===== src/rtl/matrix_pkg.sv =====
// Shared constants, opcodes and sequencer state encoding for the matrix coprocessor.
package matrix_pkg;

  localparam int ELEM_W = 8;
  localparam int ROWS   = 5;
  localparam int ROW_W  = ROWS * ELEM_W;
  localparam int ADDR_W = 3;

  localparam logic [2:0] OP_ADD   = 3'd0;
  localparam logic [2:0] OP_SUB   = 3'd1;
  localparam logic [2:0] OP_OPP   = 3'd2;
  localparam logic [2:0] OP_SCALE = 3'd3;
  localparam logic [2:0] OP_MAX   = 3'd3;

  typedef enum logic [2:0] {
    S_IDLE  = 3'd0,
    S_READ  = 3'd1,
    S_ISSUE = 3'd2,
    S_EXEC  = 3'd3,
    S_WRITE = 3'd4,
    S_DONE  = 3'd5
  } state_t;

endpackage


===== src/rtl/matrix_row_sequencer.sv =====
// Walks one matrix operation row by row: bank read, unit issue, latency wait, write-back.
//
// state   | meaning
// S_IDLE  | waiting for start; illegal op raises err next cycle
// S_READ  | rd_en for current row
// S_ISSUE | bank data on unit_a/unit_b with unit_valid
// S_EXEC  | latency countdown, capture unit_result on last cycle
// S_WRITE | wr_en for current row, then next row or finish
// S_DONE  | done pulse, back to idle
module matrix_row_sequencer
  import matrix_pkg::*;
#(
  parameter int UNIT_LAT = 1
) (
  input  logic              clk,
  input  logic              rst,
  input  logic              start,
  input  logic [2:0]        op,
  output logic              busy,
  output logic              done,
  output logic              err,
  output logic              rd_en,
  output logic [ADDR_W-1:0] rd_addr,
  input  logic [ROW_W-1:0]  rd_a,
  input  logic [ROW_W-1:0]  rd_b,
  output logic [2:0]        unit_op,
  output logic [ROW_W-1:0]  unit_a,
  output logic [ROW_W-1:0]  unit_b,
  output logic              unit_valid,
  input  logic [ROW_W-1:0]  unit_result,
  output logic              wr_en,
  output logic [ADDR_W-1:0] wr_addr,
  output logic [ROW_W-1:0]  wr_data
);

  localparam int LAT_W = $clog2(UNIT_LAT + 1);

  state_t              state, state_n;
  logic [ADDR_W-1:0]   row;
  logic [LAT_W-1:0]    lat;
  logic [2:0]          op_q;
  logic [ROW_W-1:0]    a_q, b_q, wr_data_q;
  logic                err_q;
  logic                last_lat;

  assign last_lat = (lat == LAT_W'(1));

  always_ff @(posedge clk or posedge rst) begin
    if (rst) state <= S_IDLE;
    else     state <= state_n;
  end

  always_ff @(posedge clk or posedge rst) begin
    if (rst) begin
      row       <= '0;
      lat       <= '0;
      op_q      <= '0;
      a_q       <= '0;
      b_q       <= '0;
      wr_data_q <= '0;
      err_q     <= 1'b0;
    end else begin
      err_q <= (state == S_IDLE) && start && (op > OP_MAX);
      case (state)
        S_IDLE: begin
          if (start && (op <= OP_MAX)) begin
            op_q <= op;
            row  <= '0;
          end
        end
        S_ISSUE: begin
          a_q <= rd_a;
          b_q <= rd_b;
          lat <= LAT_W'(UNIT_LAT);
        end
        S_EXEC: begin
          lat <= lat - LAT_W'(1);
          if (last_lat) wr_data_q <= unit_result;
        end
        S_WRITE: begin
          if (row != ADDR_W'(ROWS - 1)) row <= row + ADDR_W'(1);
        end
        default: ;
      endcase
    end
  end

  always_comb begin
    state_n = state;
    case (state)
      S_IDLE:  if (start && (op <= OP_MAX)) state_n = S_READ;
      S_READ:  state_n = S_ISSUE;
      S_ISSUE: state_n = S_EXEC;
      S_EXEC:  if (last_lat) state_n = S_WRITE;
      S_WRITE: state_n = (row == ADDR_W'(ROWS - 1)) ? S_DONE : S_READ;
      S_DONE:  state_n = S_IDLE;
      default: state_n = S_IDLE;
    endcase
  end

  // Operands reach the unit straight from the bank in ISSUE and are held afterwards.
  always_comb begin
    busy       = 1'b0;
    done       = 1'b0;
    rd_en      = 1'b0;
    rd_addr    = '0;
    unit_valid = 1'b0;
    unit_a     = a_q;
    unit_b     = b_q;
    wr_en      = 1'b0;
    wr_addr    = '0;
    case (state)
      S_READ: begin
        busy    = 1'b1;
        rd_en   = 1'b1;
        rd_addr = row;
      end
      S_ISSUE: begin
        busy       = 1'b1;
        unit_valid = 1'b1;
        unit_a     = rd_a;
        unit_b     = rd_b;
      end
      S_EXEC: busy = 1'b1;
      S_WRITE: begin
        busy    = 1'b1;
        wr_en   = 1'b1;
        wr_addr = row;
      end
      S_DONE: begin
        busy = 1'b1;
        done = 1'b1;
      end
      default: ;
    endcase
    if (op_q == OP_OPP) unit_b = '0;
  end

  assign unit_op = op_q;
  assign wr_data = wr_data_q;
  assign err     = err_q;

endmodule

===== config.mk =====
export PLATFORM = sky130hd
export DESIGN_NAME = matrix_row_sequencer
export DESIGN_NICKNAME = d
export VERILOG_FILES = /design/src/rtl/matrix_pkg.sv /design/src/rtl/matrix_row_sequencer.sv
export SDC_FILE = /design/constraint.sdc
export NUM_CORES = 1
export LEC_CHECK = 0
export ABC_AREA = 0
export BUFFER_PORTS_ARGS = -buffer_cell sky130_fd_sc_hd__buf_2
export CAP_MARGIN = 25
export CORE_UTILIZATION = 40
export CTS_CLUSTER_DIAMETER = 60
export DETAILED_ROUTE_END_ITERATION = 10
export GPL_TIMING_DRIVEN = 0
export PLACE_DENSITY = 0.71
export SLEW_MARGIN = 20
export SYNTH_ARGS = -nofsm -noshare
export SYNTH_HDL_FRONTEND = slang
export SYNTH_SLANG_ARGS = --single-unit

===== constraint.sdc =====
create_clock -name clk -period 6.5 [get_ports clk]
set_clock_uncertainty 0.2 [all_clocks]
set_input_delay 1.3 -clock clk [delete_from_list [all_inputs] [get_ports clk]]
set_output_delay 1.3 -clock clk [all_outputs]
set_load 0.05 [all_outputs]

==> flow_metrics.tcl, run 1 <==
set metrics [dict create \
    path_buf_inv 4 \
    grt_use_total_pct 17.99 \
    drcViolationCount 0 \
    routed_via_density 4.644 \
    hold_violations 0 \
    dieHeight_um 119.3 \
    finalWirelength_um 12420 \
    drive_gt1_share_pct 66.56 \
    tightest_slew_ps 532.6 \
    yosys.cell_types.count 33 \
    antenna_left 0 \
    fp.dieW_um 119.3 \
    ys_warn_count 0 \
    slew_viol_final 0 \
    maxCapViolCount 0 \
    path_max_fanout 10 \
    area_growth_pct 39.85 \
    io_pins 261 \
    root_buffer "clkbuf_16" \
    dr_total_vias 3859 \
    rsz0062_at_grt "no" \
    status "completed" \
    grt_pass1_wl_um 19700 \
    cts_inserted_buffers 17 \
    drt_iter0_drc 121 \
    max-clock-path-buffers 2 \
    clk_latency_ps 410 \
    fin_tns_setup_ps 0 \
    fp.coreArea_um2 13350 \
    period_share_pct 57.20 \
    cts.sinks 131 \
    cpPeakStageDelay_ps 370 \
    worstPathRequired_ps 5000 \
    place.gp.congestion 0.7802 \
    grt_max_degree 110 \
    die_area_um2 14220 \
    ctsHtreeMaxLevel 4 \
    min_period_ps 3718 \
    ys_seq_area_share_pct 59.60 \
    cts.clk_slew.worst_paths_ps 50 \
    cts-hold-fix-buffers 0 \
    synth.net_count 490 \
    avgSynthCellArea_um2 15.19 \
    dp_hpwl_um 9267 \
    fmax_mhz 269.0 \
    dpl_worst_slack_ps 2939 \
    cpLargestDelayFamily "buffers and inverters" \
    cp_cell_sequence "buf_6 > nor3b_2 > buf_6 > buf_12 > mux2_4 > and2b_1 > buf_2" \
    min_path_type "reg -> reg" \
    wire_per_inst_um 14.95 \
    worstSetupPathType "reg -> out" \
    cts_tree "built" \
    critPathLaunchType "flip-flop" \
    crit_arrival_ps 2220 \
    start_util_pct 41.21 \
    first_global_vias 4021 \
    slew_headroom_pct 64.49 \
    drtPass1Iterations 4 \
    cts_resized 0 \
    ys_ff_latch 131 \
    rows 42 \
    synth.cell_area_um2 5500 \
    post_cts_buffers 0 \
    nets 770 \
    fillers 1097 \
    diodes 0 \
    antenna_found_initial 0 \
    crit_slowest_cell "dfrtp_1" \
    end_kind "output pin" \
    synthCells 362 \
    critPathMostFrequentCell "buf_6" \
    setup_slack_ps 2782 \
    setup_viol 0 \
    port_buffers 260 \
    overflow 0 \
]
[layout by cell type, fill, tap and decap left out, types with 3 or more instances in the layout]
cell	n
nand3_1	3
and2b_1	32
clkinv_2	3
mux2_4	5
clkbuf_16	17
clkbuf_1	5
nor2b_1	10
bufinv_16	4
and2_1	6
buf_2	266
inv_1	4
nand2_1	3
dfrtp_1	131
o21ai_0	3
nor3_1	3
clkinvlp_4	4
mux2_2	117
buf_12	6
[sequential cells by signal, summed over array words and instances, names as in the netlist]
| register | count |
|---|---|
| b_q | 40 |
| unit_op | 3 |
| a_q | 40 |
| wr_data | 40 |
| err | 1 |
| last_lat | 1 |
| row | 3 |
| state | 3 |
[through the flow]
| step | area (um^2) | utilization [%] | cells | hold WS (ps) |
|---|---|---|---|---|
| 3_3_place_gp | 7022 | 52.61 | 798 | 274.9 |
| 5_1_grt | 7692 | 57.63 | 831 | 303.5 |
| 4_1_cts | 7692 | 57.63 | 831 | 291.8 |
| 3_5_place_dp | 7057 | 52.87 | 799 | 280.0 |
| 2_1_floorplan | 5500 | - | 362 | 264.9 |
| 6_report | 7692 | 57.63 | 831 | 288.2 |
[per-layer routing]
layer,up-vias,track usage (%),part of all wire (%)
li1,1806,-,-
met1,1875,20.16,40
met2,159,31.98,52
met3,19,5.220,6.3
met4,0,7.041,1.8
met5,-,0,0
[worst register-to-register path: stages (launching register included)]
cell and delay (ps):
dfrtp_1 370, buf_6 140, nor3b_2 210, buf_6 200, buf_12 180, buf_12 150, mux2_2 350
[Yosys cell counts, drive strengths merged]
| cell type | n | area (um^2) |
|---|---|---|
| dfrtp | 131 | 3278 |
| mux2 | 122 | 1393 |
| and2b | 32 | 240.2 |
| buf | 16 | 202.7 |
| nor2b | 10 | 62.56 |
| and2 | 6 | 37.54 |
| clkbuf | 5 | 18.77 |
| inv | 5 | 18.77 |
| nor3 | 4 | 25.02 |
| nand2 | 3 | 11.26 |
| nand3 | 3 | 15.01 |
| nor3b | 3 | 32.53 |
| o21ai | 3 | 15.01 |
| a21oi | 2 | 10.01 |
| and3 | 2 | 12.51 |
| ha | 2 | 25.02 |
| o211ai | 2 | 15.01 |
| o21a | 2 | 15.01 |
| a221oi | 1 | 8.760 |
| a22oi | 1 | 7.510 |
| and3b | 1 | 8.760 |
| and4b | 1 | 10.01 |
| and4bb | 1 | 12.51 |
| nand2b | 1 | 6.260 |
| nand4 | 1 | 6.260 |
| nor2 | 1 | 3.750 |
| o31a | 1 | 8.760 |
[cell type report]
| class | instances | area (um^2) | area share, % |
|---|---|---|---|
| Inverter | 5 | 26.28 | 0.3416 |
| Tap cell | 176 | 220.2 | 2.863 |
| Multi-Input combinational cell | 205 | 1982 | 25.76 |
| Sequential cell | 131 | 3278 | 42.62 |
| Clock buffer | 19 | 452.9 | 5.888 |
| Buffer | 21 | 221.5 | 2.879 |
| Timing Repair Buffer | 261 | 1329 | 17.27 |
| Clock inverter | 13 | 182.7 | 2.375 |
[cell families after synthesis]
kind of cell | Yosys count | synth area share (%)
AO/OA/AOI/OAI | 12 | 1.456
AND/OR/NAND/NOR | 69 | 8.803
flip-flops | 131 | 59.60
buffers and inverters | 26 | 4.368
adder cells (fa/ha/maj) | 2 | 0.4549
multiplexers | 122 | 25.32
[worst paths after layout]
| kind | startpoint | to | slack (ps) | depth (start not counted) |
|---|---|---|---|---|
| worst max-delay path | state[0]$_DFFE_PP0P_ | unit_b[36] | 2780 | 7 |
| worst min-delay path | b_q[36]$_DFF_PP0_ | b_q[36]$_DFF_PP0_ | 290 | 1 |
| worst max register to register | state[0]$_DFFE_PP0P_ | a_q[21]$_DFF_PP0_ | 4590 | 6 |
| worst min register to register | b_q[36]$_DFF_PP0_ | b_q[36]$_DFF_PP0_ | 290 | 1 |
| max in group asynchronous | rst | b_q[26]$_DFF_PP0_ | 4710 | 3 |
| min in group asynchronous | rst | a_q[3]$_DFF_PP0_ | 620 | 2 |
Power of run 1 is not shown: default switching activity piles up to over one toggle a cycle in this logic, so the estimate is an artifact.
==> run 2: changes to the inputs <==
PLACE_DENSITY = 0.73   (was 0.71)
clock period = 3.25 ns   (was 6.5 ns; I/O delays follow)
==> run 2 against run 1 <==
  * Global-route usage down 0.16 points
  * Register-to-register slack got worse by 3300 ps
  * Utilization about the same
  * Cell count is 0.24% higher
  * Die area did not move
  * Design area about the same
  * Via count rose by 0.67%
  * Sequential share of layout area about the same
  * Critical path type unchanged
==> flow_metrics.tcl, run 2 (synthesis results as in run 1) <==
set metrics [dict create \
    status "completed" \
    post_cts_buffers 0 \
    dp_hpwl_um 9496 \
    drtPass1Iterations 4 \
    antenna_found_initial 1 \
    crit_arrival_ps 2220 \
    setup_slack_ps 176.7 \
    dieHeight_um 119.3 \
    maxCapViolCount 0 \
    place.gp.congestion 0.7427 \
    overflow 0 \
    diodes 0 \
    path_max_fanout 10 \
    layout_common_cells "buf_2 (266), dfrtp_1 (131), mux2_2 (117)" \
    drive_gt1_share_pct 66.06 \
    fillers 1075 \
    cts.sinks 131 \
    die_area_um2 14220 \
    dr_total_vias 3885 \
    dp.cells 802 \
    layout_commonest_cell "buf_2" \
    cts_inserted_buffers 17 \
    clk_latency_ps 410 \
    drcViolationCount 0 \
    multi_input_area_um2 1987 \
    port_buffers 260 \
    worstSetupPathType "reg -> out" \
    cts_resized 0 \
    grt_use_total_pct 17.83 \
    first_global_vias 3902 \
    min_path_type "in -> async" \
    max-clock-path-buffers 2 \
    slew_viol_final 0 \
    cts-hold-fix-buffers 0 \
    area_growth_pct 39.88 \
    cp_cell_sequence "buf_6 > nor3b_2 > buf_6 > buf_12 > buf_12 > mux2_2 > buf_2" \
    tightest_slew_ps 521.3 \
    grt_max_degree 33 \
    start_util_pct 41.21 \
    setup_viol 0 \
    slew_headroom_pct 65.18 \
    dpl_worst_slack_ps 572.0 \
    end_kind "output pin" \
    drt_iter0_drc 118 \
    critPathLaunchType "flip-flop" \
    cpLargestDelayFamily "buffers and inverters" \
    worstPathRequired_ps 2400 \
    rsz0062_at_grt "no" \
    fp.coreArea_um2 13350 \
    ctsHtreeMaxLevel 4 \
    fmax_mhz 325.4 \
    period_share_pct 94.56 \
    min_period_ps 3073 \
    antenna_left 0 \
    cp.depth 7 \
    rows 42 \
    reg2regPathDepth 6 \
    hold_violations 0 \
    fp.dieW_um 119.3 \
    wire_per_inst_um 14.66 \
    fin_util_pct 57.64 \
    io_pins 261 \
    fin_tns_setup_ps 0 \
    grt_pass1_wl_um 19470 \
    regArea_um2 3278 \
    routed_via_density 4.664 \
    root_buffer "clkbuf_16" \
    crit_slowest_cell "dfrtp_1" \
    nets 773 \
    finalWirelength_um 12220 \
    path_buf_inv 5 \
    cpPeakStageDelay_ps 370 \
    layoutNonFillerInstCount 833 \
    cts_tree "built" \
    cts.clk_slew.worst_paths_ps 50 \
]
==> run 2: changes by cell type in the layout (fill, tap and decap cells not counted) <==
cell / change
clkbuf_1: +5
buf_12: +4
clkbuf_8: +3
clkinvlp_4: -3
bufinv_16: -2
clkinv_4: -2
buf_16: -1
clkinv_2: -1
inv_8: -1
nor3b_1: -1
nor3b_2: +1
==> run 2: worst paths after layout <==
kind                                      startpoint                      end  slack [ps]
worst min-delay path                             rst         a_q[3]$_DFF_PP0_          90
worst max-delay path            state[0]$_DFFE_PP0P_                unit_a[1]         180
worst max register to register  state[0]$_DFFE_PP0P_         a_q[1]$_DFF_PP0_        1320
max in group asynchronous                        rst       row[2]$_DFFE_PP0P_        2030
min in group clk                     unit_result[37]  wr_data[37]$_DFFE_PP0P_         270
worst min register to register     b_q[34]$_DFF_PP0_        b_q[34]$_DFF_PP0_         290
==> run 2: per-stage QoR <==
stage,hold WS (ps),cell area [um^2]
floorplan,264.9,5509
global placement,275.5,7030
detailed placement,280.7,7111
CTS,76.27,7694
global route,94.14,7694
finish,87.25,7694
==> run 2: cell type report <==
class                      count  share of cell area [%]
buffer                        21                   2.879
clock buffer                  27                   6.668
clock inverter                 4                  0.9107
inverter                       5                  0.2927
multi-input combinational    205                   25.83
sequential                   131                   42.61
tap                          176                   2.862
timing repair buffer         264                   17.95
==> run 2: worst reg2reg max path: stages, from the launching register on <==
cell	delay (ps)
dfrtp_1	370
buf_6	140
nor3b_2	210
buf_6	200
buf_12	180
buf_12	150
mux2_2	360
==> run 2: metal layers <==
metal  vias to the layer above  track usage [%]  share of wire (%)
li1                       1810                -                  -
met1                      1894            21.32                 41
met2                       162            29.43                 50
met3                        19            6.561                6.7
met4                         0            6.250                1.9
met5                         -                0                  0
Power of run 2 is left out for the same reason.
==> run 3: changes to the inputs <==
REMOVE_ABC_BUFFERS = 1   (was default)
==> run 3 against run 2 <==
  * First-iteration DRC count decreased by 32%
  * Design area decreased by 1.5%
  * Cell count decreased by 0.84%
  * Non-clock buffer count decreased by 8
==> flow_metrics.tcl, run 3 (synthesis results as in run 1) <==
set metrics [dict create \
    antenna_left 0 \
    grt_max_degree 67 \
    max-clock-path-buffers 2 \
    min_period_ps 3110 \
    nets 765 \
    drcViolationCount 0 \
    r2r_end "wr_data[37]$_DFFE_PP0P_" \
    dr_total_vias 3785 \
    cts_inserted_buffers 17 \
    setup_slack_ps 140.0 \
    fp.coreArea_um2 13350 \
    layout_common_cells "buf_2 (259), dfrtp_1 (128), mux2_2 (117)" \
    dieHeight_um 119.3 \
    crit_arrival_ps 2260 \
    fmax_mhz 321.5 \
    layout_commonest_cell "buf_2" \
    slew_viol_final 0 \
    fin_util_pct 56.77 \
    start_util_pct 41.21 \
    dp_hpwl_um 8905 \
    top_layer "met4" \
    routed_via_density 4.582 \
    place.gp.congestion 0.7471 \
    rsz0062_at_grt "no" \
    end_kind "output pin" \
    port_buffers 260 \
    worstSetupPathType "reg -> out" \
    wire_per_inst_um 14.58 \
    diodes 0 \
    period_share_pct 95.69 \
    io_pins 261 \
    cts.sinks 131 \
    finalWirelength_um 12050 \
    antenna_found_initial 0 \
    min_path_type "in -> async" \
    status "completed" \
    fin_tns_setup_ps 0 \
    hold_violations 0 \
    area_growth_pct 37.76 \
    critPathLaunchType "flip-flop" \
    worstPathRequired_ps 2400 \
    overflow 0 \
    reg2regPathDepth 5 \
    root_buffer "clkbuf_16" \
    cts_tree "built" \
    dpl_worst_slack_ps -103.6 \
    fp.dieW_um 119.3 \
    drive_gt1_share_pct 67.08 \
    grt_pass1_wl_um 19010 \
    drtPass1Iterations 4 \
    reg2reg_slack_ps 1200 \
    drt_iter0_drc 80 \
    clk_latency_ps 410 \
    dr_wl_met3_um 767 \
    die_area_um2 14220 \
    ctsHtreeMaxLevel 4 \
    rows 42 \
    slew_headroom_pct 52.74 \
    wl_met1_um 4961 \
    maxCapViolCount 0 \
    tightest_slew_ps 706.7 \
    crit_end "unit_b[3]" \
    grt_use_total_pct 17.39 \
    routed-wl-met2_um 6071 \
    startpoint "state[0]$_DFFE_PP0P_" \
    cts.clk_slew.worst_paths_ps 60 \
    first_global_vias 3918 \
    setup_viol 0 \
    path_max_fanout 30 \
    r2r-start "state[2]$_DFFE_PP0P_" \
]
-- run 3: cell types whose count changed in the layout (fill, tap and decap cells not counted), sizes merged --
cell	before	now
buf	280	277
bufinv	2	1
inv	4	5
clkinvlp	1	3
clkinv	2	5
clkbuf	32	23
-- run 3: how the worst min path moves through the flow --
stage | to | slack, ps | start
after detailed placement | b_q[35]$_DFF_PP0_ | 280 | b_q[35]$_DFF_PP0_
after CTS | a_q[17]$_DFF_PP0_ | 120 | rst
after global routing | a_q[17]$_DFF_PP0_ | 140 | rst
after floorplan | b_q[34]$_DFF_PP0_ | 260 | b_q[34]$_DFF_PP0_
after global placement | b_q[1]$_DFF_PP0_ | 270 | b_q[1]$_DFF_PP0_
final | a_q[17]$_DFF_PP0_ | 110 | rst
-- run 3: layout make-up --
class / instances / area, um^2
Clock buffer: 23 / 467.9
Clock inverter: 9 / 81.33
Fill cell: 1158 / 5771
Inverter: 5 / 23.77
Multi-Input combinational cell: 205 / 1999
Sequential cell: 131 / 3282
Tap cell: 176 / 220.2
Timing Repair Buffer: 277 / 1503
-- run 3: per-layer routing --
| metal | up-vias | GRT usage, % |
|---|---|---|
| met1 | 1805 | 20.16 |
| li1 | 1807 | - |
| met4 | 0 | 8.386 |
| met5 | - | 0 |
| met2 | 152 | 28.85 |
| met3 | 21 | 5.795 |
-- run 3: worst max-delay path, cell delays in order (launching register included) --
cell and delay, ps:
dfrtp_2 450, nor3b_4 260, buf_4 190, buf_12 200, mux2_2 370, nor2b_1 130
buf_2 240
-- run 3: what timing repair did --
action                                  in CTS  in global routing
endpoints found under the setup margin      74                 29
setup buffers                                5                  6
resized for setup                            4                  1
gates cloned                                 0                  0
pin swaps                                    0                  1
hold buffers                                 0                  0
-- run 3: per-stage QoR --
| stage | instances | area, um^2 | hold WS (ps) |
|---|---|---|---|
| finish | 826 | 7577 | 107.4 |
| global route | 826 | 7577 | 140.3 |
| CTS | 821 | 7542 | 122.7 |
| detailed placement | 785 | 6960 | 277.6 |
| global placement | 777 | 6800 | 274.7 |
| floorplan | 341 | 5279 | 265.0 |
Power of run 3 is left out for the same reason.
